==> src/rtl/out_port_pkg.sv <==
// Shared definitions for the output-port FIFO: default sizing, the
// per-cycle operation encoding and the occupancy-count width helper.
package out_port_pkg;

    localparam int DEF_WIDTH = 32;
    localparam int DEF_DEPTH = 4;

    // What the FIFO does on a given clock edge, built as {push, pop}.
    typedef enum logic [1:0] {
        OP_NONE = 2'b00,
        OP_POP  = 2'b01,
        OP_PUSH = 2'b10,
        OP_BOTH = 2'b11
    } fifo_op_e;

    // Bits needed to hold an occupancy of 0..depth inclusive.
    function automatic int count_width(input int depth);
        return $clog2(depth + 1);
    endfunction

endpackage

==> src/rtl/out_port_fifo_if.sv <==
// Valid/ready handshake between the output-port FIFO and the external
// device. The FIFO side is the master; the device side is the slave.
interface out_port_fifo_if #(
    parameter int WIDTH = 32
);

    logic [WIDTH-1:0] out_data;
    logic             out_valid;
    logic             out_ready;

    modport master (
        output out_data,
        output out_valid,
        input  out_ready
    );

    modport slave (
        input  out_data,
        input  out_valid,
        output out_ready
    );

endinterface

==> src/rtl/out_port_fifo_mem.sv <==
// Storage array for the output-port FIFO: one synchronous write port and
// one asynchronous read port. Contents are deliberately not reset.
module out_port_fifo_mem #(
    parameter int WIDTH = 32,
    parameter int DEPTH = 4,
    localparam int AW   = $clog2(DEPTH)
) (
    input  logic             clk,
    input  logic             we,
    input  logic [AW-1:0]    waddr,
    input  logic [WIDTH-1:0] wdata,
    input  logic [AW-1:0]    raddr,
    output logic [WIDTH-1:0] rdata
);

    logic [WIDTH-1:0] mem [DEPTH];

    // Write the addressed entry on the rising edge when enabled.
    always_ff @(posedge clk) begin
        if (we) begin
            mem[waddr] <= wdata;
        end
    end

    // Read is combinational so the head entry falls through immediately.
    always_comb begin
        rdata = mem[raddr];
    end

endmodule

==> src/rtl/out_port_fifo.sv <==
// Output port FIFO: captures datapath bus values on the OutportIn strobe,
// queues them, hands them to a device over valid/ready and keeps a held
// copy of the last delivered value plus status and a sticky overflow flag.
module out_port_fifo
    import out_port_pkg::*;
#(
    parameter int WIDTH = DEF_WIDTH,
    parameter int DEPTH = DEF_DEPTH,
    localparam int CW   = count_width(DEPTH),
    localparam int AW   = $clog2(DEPTH)
) (
    input  logic             clk,
    input  logic             clr,
    input  logic             OutportIn,
    input  logic [WIDTH-1:0] BusMuxOut,
    out_port_fifo_if.master  dev,
    output logic [WIDTH-1:0] out_hold,
    output logic [CW-1:0]    count,
    output logic             full,
    output logic             empty,
    output logic             overflow,
    input  logic             ovf_clr
);

    localparam logic [CW-1:0] COUNT_MAX = CW'(DEPTH);

    logic [AW-1:0]    wptr;
    logic [AW-1:0]    rptr;
    logic [WIDTH-1:0] head;
    logic             pop;
    logic             push;
    logic             drop;
    fifo_op_e         op;

    // Status flags come from the count only; pointer equality is ambiguous
    // once the pointers wrap.
    always_comb begin
        full  = (count == COUNT_MAX);
        empty = (count == '0);
    end

    // Handshake decode. out_valid depends on state only, never on out_ready.
    // A push into a full FIFO is still accepted when a pop frees a slot.
    always_comb begin
        dev.out_valid = ~empty;
        dev.out_data  = empty ? '0 : head;
        pop           = ~empty & dev.out_ready;
        push          = OutportIn & (~full | pop);
        drop          = OutportIn & full & ~pop;
        op            = fifo_op_e'({push, pop});
    end

    out_port_fifo_mem #(
        .WIDTH (WIDTH),
        .DEPTH (DEPTH)
    ) u_mem (
        .clk   (clk),
        .we    (push),
        .waddr (wptr),
        .wdata (BusMuxOut),
        .raddr (rptr),
        .rdata (head)
    );

    // Pointers advance on their own operation and wrap naturally.
    always_ff @(posedge clk or negedge clr) begin
        if (!clr) begin
            wptr <= '0;
            rptr <= '0;
        end else begin
            if (push) begin
                wptr <= wptr + AW'(1);
            end
            if (pop) begin
                rptr <= rptr + AW'(1);
            end
        end
    end

    // Occupancy only moves when exactly one of push/pop happens.
    always_ff @(posedge clk or negedge clr) begin
        if (!clr) begin
            count <= '0;
        end else begin
            case (op)
                OP_PUSH: count <= count + CW'(1);
                OP_POP:  count <= count - CW'(1);
                default: count <= count;
            endcase
        end
    end

    // Held copy of the most recently delivered value for static displays.
    always_ff @(posedge clk or negedge clr) begin
        if (!clr) begin
            out_hold <= '0;
        end else if (pop) begin
            out_hold <= head;
        end
    end

    // Sticky overflow; a dropped push outranks a same-cycle clear.
    always_ff @(posedge clk or negedge clr) begin
        if (!clr) begin
            overflow <= 1'b0;
        end else if (drop) begin
            overflow <= 1'b1;
        end else if (ovf_clr) begin
            overflow <= 1'b0;
        end
    end

endmodule

==> src/flat_wrapper.sv <==
// flat-port wrapper written by rule: the top's interface ports become plain ports
module out_port_fifo_flat import out_port_pkg::*;
#(
    parameter int WIDTH = DEF_WIDTH,
    parameter int DEPTH = DEF_DEPTH,
    localparam int CW   = count_width(DEPTH),
    localparam int AW   = $clog2(DEPTH)
)
  (clk, clr, OutportIn, BusMuxOut, out_hold, count, full, empty, overflow, ovf_clr, dev_out_data, dev_out_valid, dev_out_ready);
  out_port_fifo_if #(.WIDTH(WIDTH)) dev_i ();
  input  logic clk;
  input  logic clr;
  input  logic OutportIn;
  input  logic [WIDTH-1:0] BusMuxOut;
  output logic [WIDTH-1:0] out_hold;
  output logic [CW-1:0] count;
  output logic full;
  output logic empty;
  output logic overflow;
  input  logic ovf_clr;
  output wire logic [$bits(dev_i.out_data)-1:0] dev_out_data;
  output wire logic [$bits(dev_i.out_valid)-1:0] dev_out_valid;
  input wire logic [$bits(dev_i.out_ready)-1:0] dev_out_ready;
  assign dev_out_data = dev_i.out_data;
  assign dev_out_valid = dev_i.out_valid;
  assign dev_i.out_ready = dev_out_ready;
  out_port_fifo #(.WIDTH(WIDTH), .DEPTH(DEPTH)) u_core (.clk(clk), .clr(clr), .OutportIn(OutportIn), .BusMuxOut(BusMuxOut), .dev(dev_i), .out_hold(out_hold), .count(count), .full(full), .empty(empty), .overflow(overflow), .ovf_clr(ovf_clr));
endmodule
==> config.mk <==
export PLATFORM = sky130hd
export DESIGN_NAME = out_port_fifo_flat
export DESIGN_NICKNAME = d
export VERILOG_FILES = /design/src/rtl/out_port_pkg.sv /design/src/rtl/out_port_fifo_if.sv /design/src/rtl/out_port_fifo_mem.sv /design/src/rtl/out_port_fifo.sv /design/src/flat_wrapper.sv
export SDC_FILE = /design/constraint.sdc
export NUM_CORES = 1
export LEC_CHECK = 0
export BUFFER_PORTS_ARGS = -buffer_cell sky130_fd_sc_hd__buf_2
export CAP_MARGIN = 20
export CELL_PAD_IN_SITES_DETAIL_PLACEMENT = 1
export CELL_PAD_IN_SITES_GLOBAL_PLACEMENT = 1
export CORE_MARGIN = 2
export CORE_UTILIZATION = 46
export CTS_CLUSTER_DIAMETER = 200
export DETAILED_ROUTE_END_ITERATION = 6
export PLACE_DENSITY = 0.76
export SETUP_SLACK_MARGIN = 0.15
export SLEW_MARGIN = 20
export SYNTH_ARGS = -nofsm -noshare
export SYNTH_HDL_FRONTEND = slang
export SYNTH_SLANG_ARGS = --single-unit
export TNS_END_PERCENT = 30
==> constraint.sdc <==
create_clock -name clk -period 2.69 [get_ports clk]
set_input_delay 0.6725 -clock clk [delete_from_list [all_inputs] [get_ports clk]]
set_output_delay 0.6725 -clock clk [all_outputs]
set_load 0.01 [all_outputs]
==> flow_metrics.tcl, run 1 <==
set metrics [dict create \
    finalCriticalPeriod_ns 2.62 \
    vias 3495 \
    critical-path-top-delay-family "multiplexers" \
    reg2reg_depth 7 \
    port_buffers 107 \
    pre_cts_ws_ns 0.326 \
    grt-ovfl-total 0 \
    grt_max_degree 34 \
    floorplan.initialDensity 0.474 \
    synth_area_leader_cell "edfxtp_1" \
    root_buffer "clkbuf_16" \
    switchingPower_mw 3.24 \
    switching_share 0.311 \
    wl_per_cell_um 22.8 \
    critical_path_depth 5 \
    finalCritPeriodShare 0.973 \
    cts_hold_buffers 0 \
    leakage_nw 3.15 \
    num_rows 43 \
    antenna_found_initial 1 \
    fin_util 0.591 \
    power_density_nw_per_um2 1260 \
    min_path_type "in2async" \
    syn_area_sq_um 6630 \
    critPathLaunchType "flip-flop" \
    synthTopCellsByCount "edfxtp_1, dfrtp_1, and2_1" \
    slew_viol_final 0 \
    die_w_um 124 \
    p_comb_frac 0.408 \
    cpPeakStageDelay_ns 0.54 \
    grt_pass1_vias 3714 \
    synth_area_leaders "edfxtp_1, dfrtp_1, mux4_2" \
    clk_pin_slew_ns 0.06 \
    yosysWarnings 0 \
    ys.flop_type "edfxtp_1" \
    route.detailed.drc 0 \
    finalHoldViolCount 0 \
    die_area_sq_um 15400 \
    clock-sinks 168 \
    cts_tree "built" \
    worstPathMaxFanout 5 \
    grt_first_pass_wirelength_um 22000 \
    fin_ws_ns 0.0737 \
    clk_path_buf_depth 2 \
    layout-drive-gt1-share 0.532 \
    areaGrowthSynthToFinish_pct 24.7 \
    synth.most_common_cell "edfxtp_1" \
    yosysSeqAreaShare 0.731 \
    io_pins 108 \
    track_usage 0.203 \
    place.gp.congestion 0.752 \
    path_cells "buf_12 -> buf_8 -> mux4_2 -> and2_4 -> buf_6" \
    worstPathArrival_ns 1.94 \
    critical_path_class "reg2out" \
    syn_nets 368 \
    vdd_drop_max_v 0.000498 \
    status "complete, no violations" \
    dr.pass1.iters 5 \
    synth_edf_count 128 \
    nets 506 \
    clkLatencyLatePin_ns 0.42 \
    slowest_stage "mux4_2" \
    p_seq_frac 0.369 \
    drt_iter0_drc 140 \
    slew_headroom 0.571 \
    setup_viol 0 \
    htree_levels 4 \
    vias_per_cell 5.31 \
    netlist_instances 326 \
    design.core.area_sq_um 14000 \
    dieHeight_um 124 \
    numCtsBuffers 17 \
    timing.hold.ws_ns 0.275 \
    end_kind "output port" \
    skew_ns 0.00687 \
    p_int_mw 7.19 \
    drv_cap 0 \
    wl_um 15000 \
    max_freq_mhz 382 \
    synth_top_area_share 0.580 \
    synthArstFlopShare 0.238 \
    power_mw 10.4 \
    rsz0062_at_grt "yes" \
    synth-seq-cells 168 \
    finalSetupTns_ns 0 \
    synth_area_per_cell_sq_um 20.3 \
    hpwl_um 9290 \
    ant_nets 0 \
    required_ns 2.02 \
    cp_num_buf_inv 3 \
    synth_cell_type_count 34 \
    tightestPinTransition_ns 0.644 \
    pwr-share-clk 0.223 \
]
power groups by stage:
stage                     Sequential [mW]  Combinational (mW)  Clock, mW
final                                3.85                4.25       2.33
after floorplan                      3.93                2.19          0
after CTS                            3.85                3.73       2.37
after global placement               3.83                3.48          0
after detailed placement             3.89                3.63          0
after global routing                 3.91                4.59       2.46
registers in the layout, indices dropped and copies added, names as in the netlist:
signal	count
u_core.u_mem.mem	128
u_core.count	3
u_core.overflow	1
u_core.wptr	2
u_core.out_hold	32
u_core.rptr	2
cell families (layout without fill, tap and decap cells):
logic type / after synthesis / count (layout) / synth area share
flip-flops: 168 / 168 / 0.731
XOR/XNOR: 5 / 5 / 0.00661
AO/OA/AOI/OAI: 8 / 8 / 0.00906
AND/OR/NAND/NOR: 51 / 51 / 0.0493
adder cells (fa/ha/maj): 5 / 5 / 0.0106
buffers and inverters: 24 / 175 / 0.0259
multiplexers: 65 / 65 / 0.168
other: 0 / 1 / 0
path summary, 6_finish.rpt:
| kind | startpoint | endpoint | slack (ns) |
|---|---|---|---|
| setup / recovery | u_core.rptr[0] | dev_out_data[4] | 0.07 |
| hold / removal | clr | u_core.count[1] | 0.27 |
| setup reg to reg | u_core.count[2] | u_core.count[2] | 0.59 |
| hold reg to reg | u_core.out_hold[7] | u_core.out_hold[7] | 0.50 |
| max in group asynchronous | clr | u_core.out_hold[1] | 1.70 |
| min in group clk | ovf_clr | u_core.overflow | 0.46 |
placed cells by master, fill, tap and decap left out, types with 2 or more instances in the layout:
cell	synthesis	layout
mux2_2	32	32
clkinv_2	0	4
or2_2	2	2
nand3_1	3	3
dfrtp_1	40	36
edfxtp_1	128	128
and2_1	36	18
nand2_1	2	2
and2_2	1	5
inv_1	7	7
buf_2	4	96
xnor2_1	3	3
buf_4	0	17
mux4_2	28	32
and2_4	0	14
o2111ai_1	2	2
o21ai_0	2	2
clkbuf_1	5	5
ha_1	4	4
dfrtp_2	0	4
buf_12	1	7
xor2_1	2	2
bufinv_16	0	2
buf_6	5	13
clkbuf_16	0	19
through the flow:
stage          instances  cell area (sq um)
6_report             658               8260
5_1_grt              657               8260
4_1_cts              646               8020
3_5_place_dp         613               7450
3_3_place_gp         613               7450
2_1_floorplan        326               6630
per-layer routing:
layer / wire (um) / track usage
met5: 13 / 0
met4: 280 / 0.0871
met3: 547 / 0.0444
met2: 7980 / 0.340
met1: 6180 / 0.257
timing repair:
action / CTS / global route
gates cloned: 0 / 2
endpoints found under the setup margin: 32 / 32
pin swaps: 0 / 5
setup buffers: 1 / 9
resized for setup: 1 / 35
cell type report:
cell class / instances / area, sq um
inverters: 7 / 26.3
flip-flops and latches: 168 / 4850
repair buffers: 136 / 960
well taps: 180 / 225
fillers: 1256 / 5730
clock inverters: 9 / 100
clock buffers: 23 / 458
multi-input cells: 134 / 1640
diodes: 1 / 2.50
Note: power is estimated with default switching activity, not from simulation.
==> run 2: changes to the inputs <==
- BUFFER_PORTS_ARGS: -buffer_cell sky130_fd_sc_hd__buf_2 -> unset
- DONT_BUFFER_PORTS: unset -> 1
- PLACE_DENSITY: 0.76 -> 0.69
==> run 2 against run 1 <==
Net effect: non-clock buffer count fell by 122; utilization fell by 5.5 points; maximum frequency up 3.9%; hold slack worse by 0.18 ns; clock skew hardly changed; worst setup slack better by 0.098 ns; final cell count fell by 19%; die area stayed put; sequential share of layout area is 6.0 points higher; highest routed layer is now met4.
==> flow_metrics.tcl, run 2 (same netlist as run 1, synthesis figures left out) <==
set metrics [dict create \
    critical_path_class "reg2out" \
    critical_path_depth 3 \
    port_buffers 0 \
    critical-path-top-delay-family "multiplexers" \
    htree_levels 4 \
    clk_pin_slew_ns 0.07 \
    wl_um 12200 \
    setup.worst_path.start "u_core.rptr[0]" \
    num_rows 43 \
    end_kind "output port" \
    num_antenna_cells 0 \
    drv_cap 0 \
    finalCritPeriodShare 0.936 \
    grt_pass1_vias 3112 \
    p_seq_frac 0.439 \
    top_register "u_core.u_mem.mem" \
    grt-ovfl-total 0 \
    setup_viol 0 \
    place.gp.congestion 0.656 \
    dr.pass1.iters 4 \
    mostFrequentLayoutCell "edfxtp_1" \
    clkLatencyLatePin_ns 0.43 \
    fin_area_sq_um 7500 \
    p_comb_frac 0.306 \
    drt_iter0_drc 131 \
    ant_nets 0 \
    switchingPower_mw 2.95 \
    worstPathArrival_ns 1.85 \
    slowest_stage "mux4_1" \
    r2r_slack_ns 0.57 \
    track_usage 0.167 \
    rsz0062_at_grt "yes" \
    multi_input_area_sq_um 1630 \
    tightestPinTransition_ns 0.922 \
    leakage_nw 2.61 \
    place_area_sq_um 6790 \
    design.core.area_sq_um 14000 \
    worstPathMaxFanout 15 \
    p_int_mw 6.24 \
    min_path_type "in2async" \
    slew_headroom 0.385 \
    root_buffer "clkbuf_16" \
    floorplan.initialDensity 0.474 \
    pwr-share-clk 0.256 \
    switching_share 0.321 \
    rr_startpoint "u_core.count[0]" \
    vdd_drop_max_v 0.000546 \
    io_pins 108 \
    cpPeakStageDelay_ns 0.60 \
    fin_ws_ns 0.172 \
    final_cell_mix "edfxtp_1, dfrtp_1, mux2_2" \
    wl_per_cell_um 22.8 \
    path_cells "buf_12 -> mux4_1 -> and2_1" \
    crit_path_end "dev_out_data[24]" \
    max_freq_mhz 397 \
    grt_first_pass_wirelength_um 18000 \
    cp_num_buf_inv 1 \
    skew_ns 0.00676 \
    hpwl_um 7350 \
    slew_viol_final 0 \
    top_regs "u_core.u_mem.mem x128, u_core.out_hold x32, u_core.count x3" \
    largest_register_ffs 128 \
    cts_tree "built" \
    reg2reg_to "u_core.u_mem.mem[0][15]" \
    nets 384 \
    clk_path_buf_depth 2 \
    vias 2955 \
    critPathLaunchType "flip-flop" \
    power_density_nw_per_um2 1230 \
    finalSetupTns_ns 0 \
    antenna_found_initial 0 \
    finalHoldViolCount 0 \
    vias_per_cell 5.52 \
    route.detailed.drc 0 \
    numCtsBuffers 17 \
    die_w_um 124 \
    timing.hold.ws_ns 0.0913 \
    status "complete, no violations" \
    die_area_sq_um 15400 \
    finalCriticalPeriod_ns 2.52 \
    clock-sinks 168 \
    fillers 1238 \
    required_ns 2.02 \
    power_mw 9.19 \
    layout-drive-gt1-share 0.355 \
    regArea_sq_um 4850 \
    reg2reg_depth 3 \
    grt_max_degree 41 \
    areaGrowthSynthToFinish_pct 13.1 \
    pre_cts_ws_ns 0.354 \
    dieHeight_um 124 \
]
[run 2: per-layer routing]
layer | GRT usage | vias to the layer above | routed length, um | part of all wire
li1 | - | 1298 | - | -
met1 | 0.210 | 1555 | 5120 | 0.42
met2 | 0.263 | 91 | 6140 | 0.50
met3 | 0.0650 | 11 | 781 | 0.064
met4 | 0.0653 | 0 | 160 | 0.013
met5 | 0 | - | 0 | 0
[run 2: worst min path at each step]
stage	start	cells past startpoint	endpoint
6_report	clr	1	u_core.out_hold[22]
5_1_grt	clr	1	u_core.out_hold[24]
4_1_cts	clr	1	u_core.out_hold[29]
3_5_place_dp	clr	0	u_core.overflow
3_3_place_gp	clr	0	u_core.overflow
2_1_floorplan	clr	0	u_core.count[0]
[run 2: what timing repair did]
item,CTS,global route
hold buffers,1,0
resized for setup,4,10
setup endpoints to repair,32,30
endpoints found under the hold margin,40,0
buffers inserted,0,6
[run 2: through the flow]
stage / utilization / instances
after global placement: 0.486 / 496
after floorplan: - / 326
after CTS: 0.529 / 529
after global routing: 0.536 / 535
after detailed placement: 0.486 / 496
final: 0.536 / 535
[run 2: layout make-up]
cell class | instances | area share
clock buffer | 17 | 0.0568
sequential | 168 | 0.647
timing repair buffer | 14 | 0.0250
inverter | 7 | 0.00351
clock inverter | 15 | 0.0197
tap | 180 | 0.0300
multi-input combinational | 134 | 0.218
[run 2: power by group through the flow]
| stage | Combinational, mW | Sequential, mW | Clock [mW] |
|---|---|---|---|
| 2_1_floorplan | 2.19 | 3.93 | 0 |
| 3_3_place_gp | 2.58 | 4.04 | 0 |
| 3_5_place_dp | 2.65 | 4.08 | 0 |
| 4_1_cts | 2.70 | 4.03 | 2.40 |
| 5_1_grt | 3.07 | 4.11 | 2.51 |
| 6_report | 2.81 | 4.03 | 2.35 |
==> run 3: changes to the inputs <==
- BUFFER_PORTS_ARGS: unset -> -buffer_cell sky130_fd_sc_hd__buf_2
- CORE_ASPECT_RATIO: unset -> 0.6
- DONT_BUFFER_PORTS: 1 -> unset
- PLACE_DENSITY: 0.69 -> 0.76
==> run 3 against run 2 <==
Net effect: the flow now finishes with violations (setup timing); sequential cell count is the same; die area is 0.21% higher; worst setup slack got worse by 0.19 ns; critical path depth increased by 2; sequential power shrank 4%; final cell count is 23% higher; critical path type unchanged; critical endpoint is now dev_out_data[9]; highest routed layer unchanged.
==> flow_metrics.tcl, run 3 (same netlist as run 1, synthesis figures left out) <==
set metrics [dict create \
    status "finished with violations" \
    violations "setup timing" \
    highest_layer "met4" \
    antenna_found_initial 4 \
    grt_first_pass_wirelength_um 22500 \
    route.met2.wl_um 6670 \
    fin_area_sq_um 8110 \
    cts_tree "built" \
    slew_headroom 0.394 \
    leakage_nw 3.06 \
    power_mw 10.1 \
    min_path_type "in2async" \
    track_usage 0.198 \
    clkLatencyLatePin_ns 0.42 \
    wl_met3_um 1080 \
    cp_num_buf_inv 3 \
    timing.hold.ws_ns 0.213 \
    wl_um 14200 \
    finalCriticalPeriod_ns 2.71 \
    dr.pass1.iters 4 \
    finalCritPeriodShare 1.01 \
    place_inst 617 \
    clk_pin_slew_ns 0.07 \
    max_freq_mhz 369 \
    io_pins 108 \
    drt_iter0_drc 207 \
    end_kind "output port" \
    critical_path_class "reg2out" \
    rsz0062_at_grt "yes" \
    drv_cap 0 \
    tightestPinTransition_ns 0.909 \
    floorplan.initialDensity 0.478 \
    finalHoldViolCount 0 \
    fin_util 0.584 \
    numCtsBuffers 17 \
    hpwl_um 9030 \
    vdd_drop_max_v 0.000715 \
    nets 492 \
    wl_per_cell_um 21.5 \
    die_area_sq_um 15400 \
    pre_cts_ws_ns 0.206 \
    clock-sinks 168 \
    ant_nets 0 \
    required_ns 2.02 \
    layout-drive-gt1-share 0.514 \
    cpPeakStageDelay_ns 0.56 \
    top_register "u_core.u_mem.mem" \
    htree_levels 4 \
    num_rows 33 \
    final_cell_mix "edfxtp_1, buf_2, dfrtp_1" \
    fin_ws_ns -0.0211 \
    setup_viol 2 \
    mostFrequentLayoutCell "edfxtp_1" \
    grt_pass1_vias 3819 \
    grt_max_degree 34 \
    worstPathMaxFanout 8 \
    vias 3406 \
    top_regs "u_core.u_mem.mem x128, u_core.out_hold x32, u_core.count x3" \
    vias_per_cell 5.17 \
    grt-ovfl-total 0 \
    skew_ns 0.0137 \
    clk_path_buf_depth 2 \
    root_buffer "clkbuf_16" \
    critical-path-top-delay-family "flip-flops" \
    areaGrowthSynthToFinish_pct 22.3 \
    dieHeight_um 97.0 \
    port_buffers 107 \
    design.core.area_sq_um 13900 \
    finalSetupTns_ns -0.0213 \
    critPathLaunchType "flip-flop" \
    slowest_stage "dfrtp_4" \
    power_density_nw_per_um2 1250 \
    place.gp.congestion 0.666 \
    die_w_um 159 \
    slew_viol_final 0 \
    largest_register_ffs 128 \
    drt-met1-wl_um 6270 \
    worstPathArrival_ns 2.04 \
    place_area_sq_um 7360 \
    fin_cells 659 \
    path_cells "buf_12 -> buf_16 -> mux4_2 -> and2_4 -> buf_6" \
    route.detailed.drc 0 \
]
run 3: per-layer routing:
layer,vias to the layer above,GRT usage
met5,-,0
met4,0,0.0727
met3,13,0.0635
met2,135,0.308
met1,1737,0.266
li1,1521,-
run 3: area by class of cell:
class	instances	area [sq um]
Antenna cell	4	10.0
Clock buffer	21	460
Clock inverter	11	98.8
Fill cell	1294	5770
Inverter	7	26.3
Multi-Input combinational cell	134	1640
Sequential cell	168	4850
Tap cell	192	240
Timing Repair Buffer	122	782
run 3: worst paths after layout:
kind | start | end | slack [ns] | depth (start not counted)
worst min register to register | u_core.out_hold[10] | u_core.out_hold[10] | 0.50 | 1
max in group asynchronous | clr | u_core.out_hold[10] | 1.76 | 2
worst max register to register | u_core.count[2] | u_core.u_mem.mem[1][4] | 0.47 | 3
min in group clk | ovf_clr | u_core.overflow | 0.46 | 2
worst max-delay path | u_core.rptr[0] | dev_out_data[9] | -0.02 | 5
worst min-delay path | clr | u_core.out_hold[21] | 0.21 | 1
run 3: worst register-to-register path, cell delays in order, from the launching register on:
cell and delay [ns]:
dfrtp_1 0.45, nor4b_1 0.19, nor2b_1 0.36, and2_2 0.82
run 3: power by group:
group	switching, mW	internal, mW	leakage (nW)
combinational	1.86	2.04	1.15
clock	0.997	1.32	0.269
sequential	0.327	3.55	1.64
run 3: timing repair:
item / in CTS / in global routing
endpoints found under the setup margin: 33 / 32
hold buffers: 0 / 0
gates cloned: 1 / 0
hold endpoints to repair: 0 / 0
setup buffers: 5 / 0
gates resized for setup: 19 / 13
pin swaps: 10 / 1
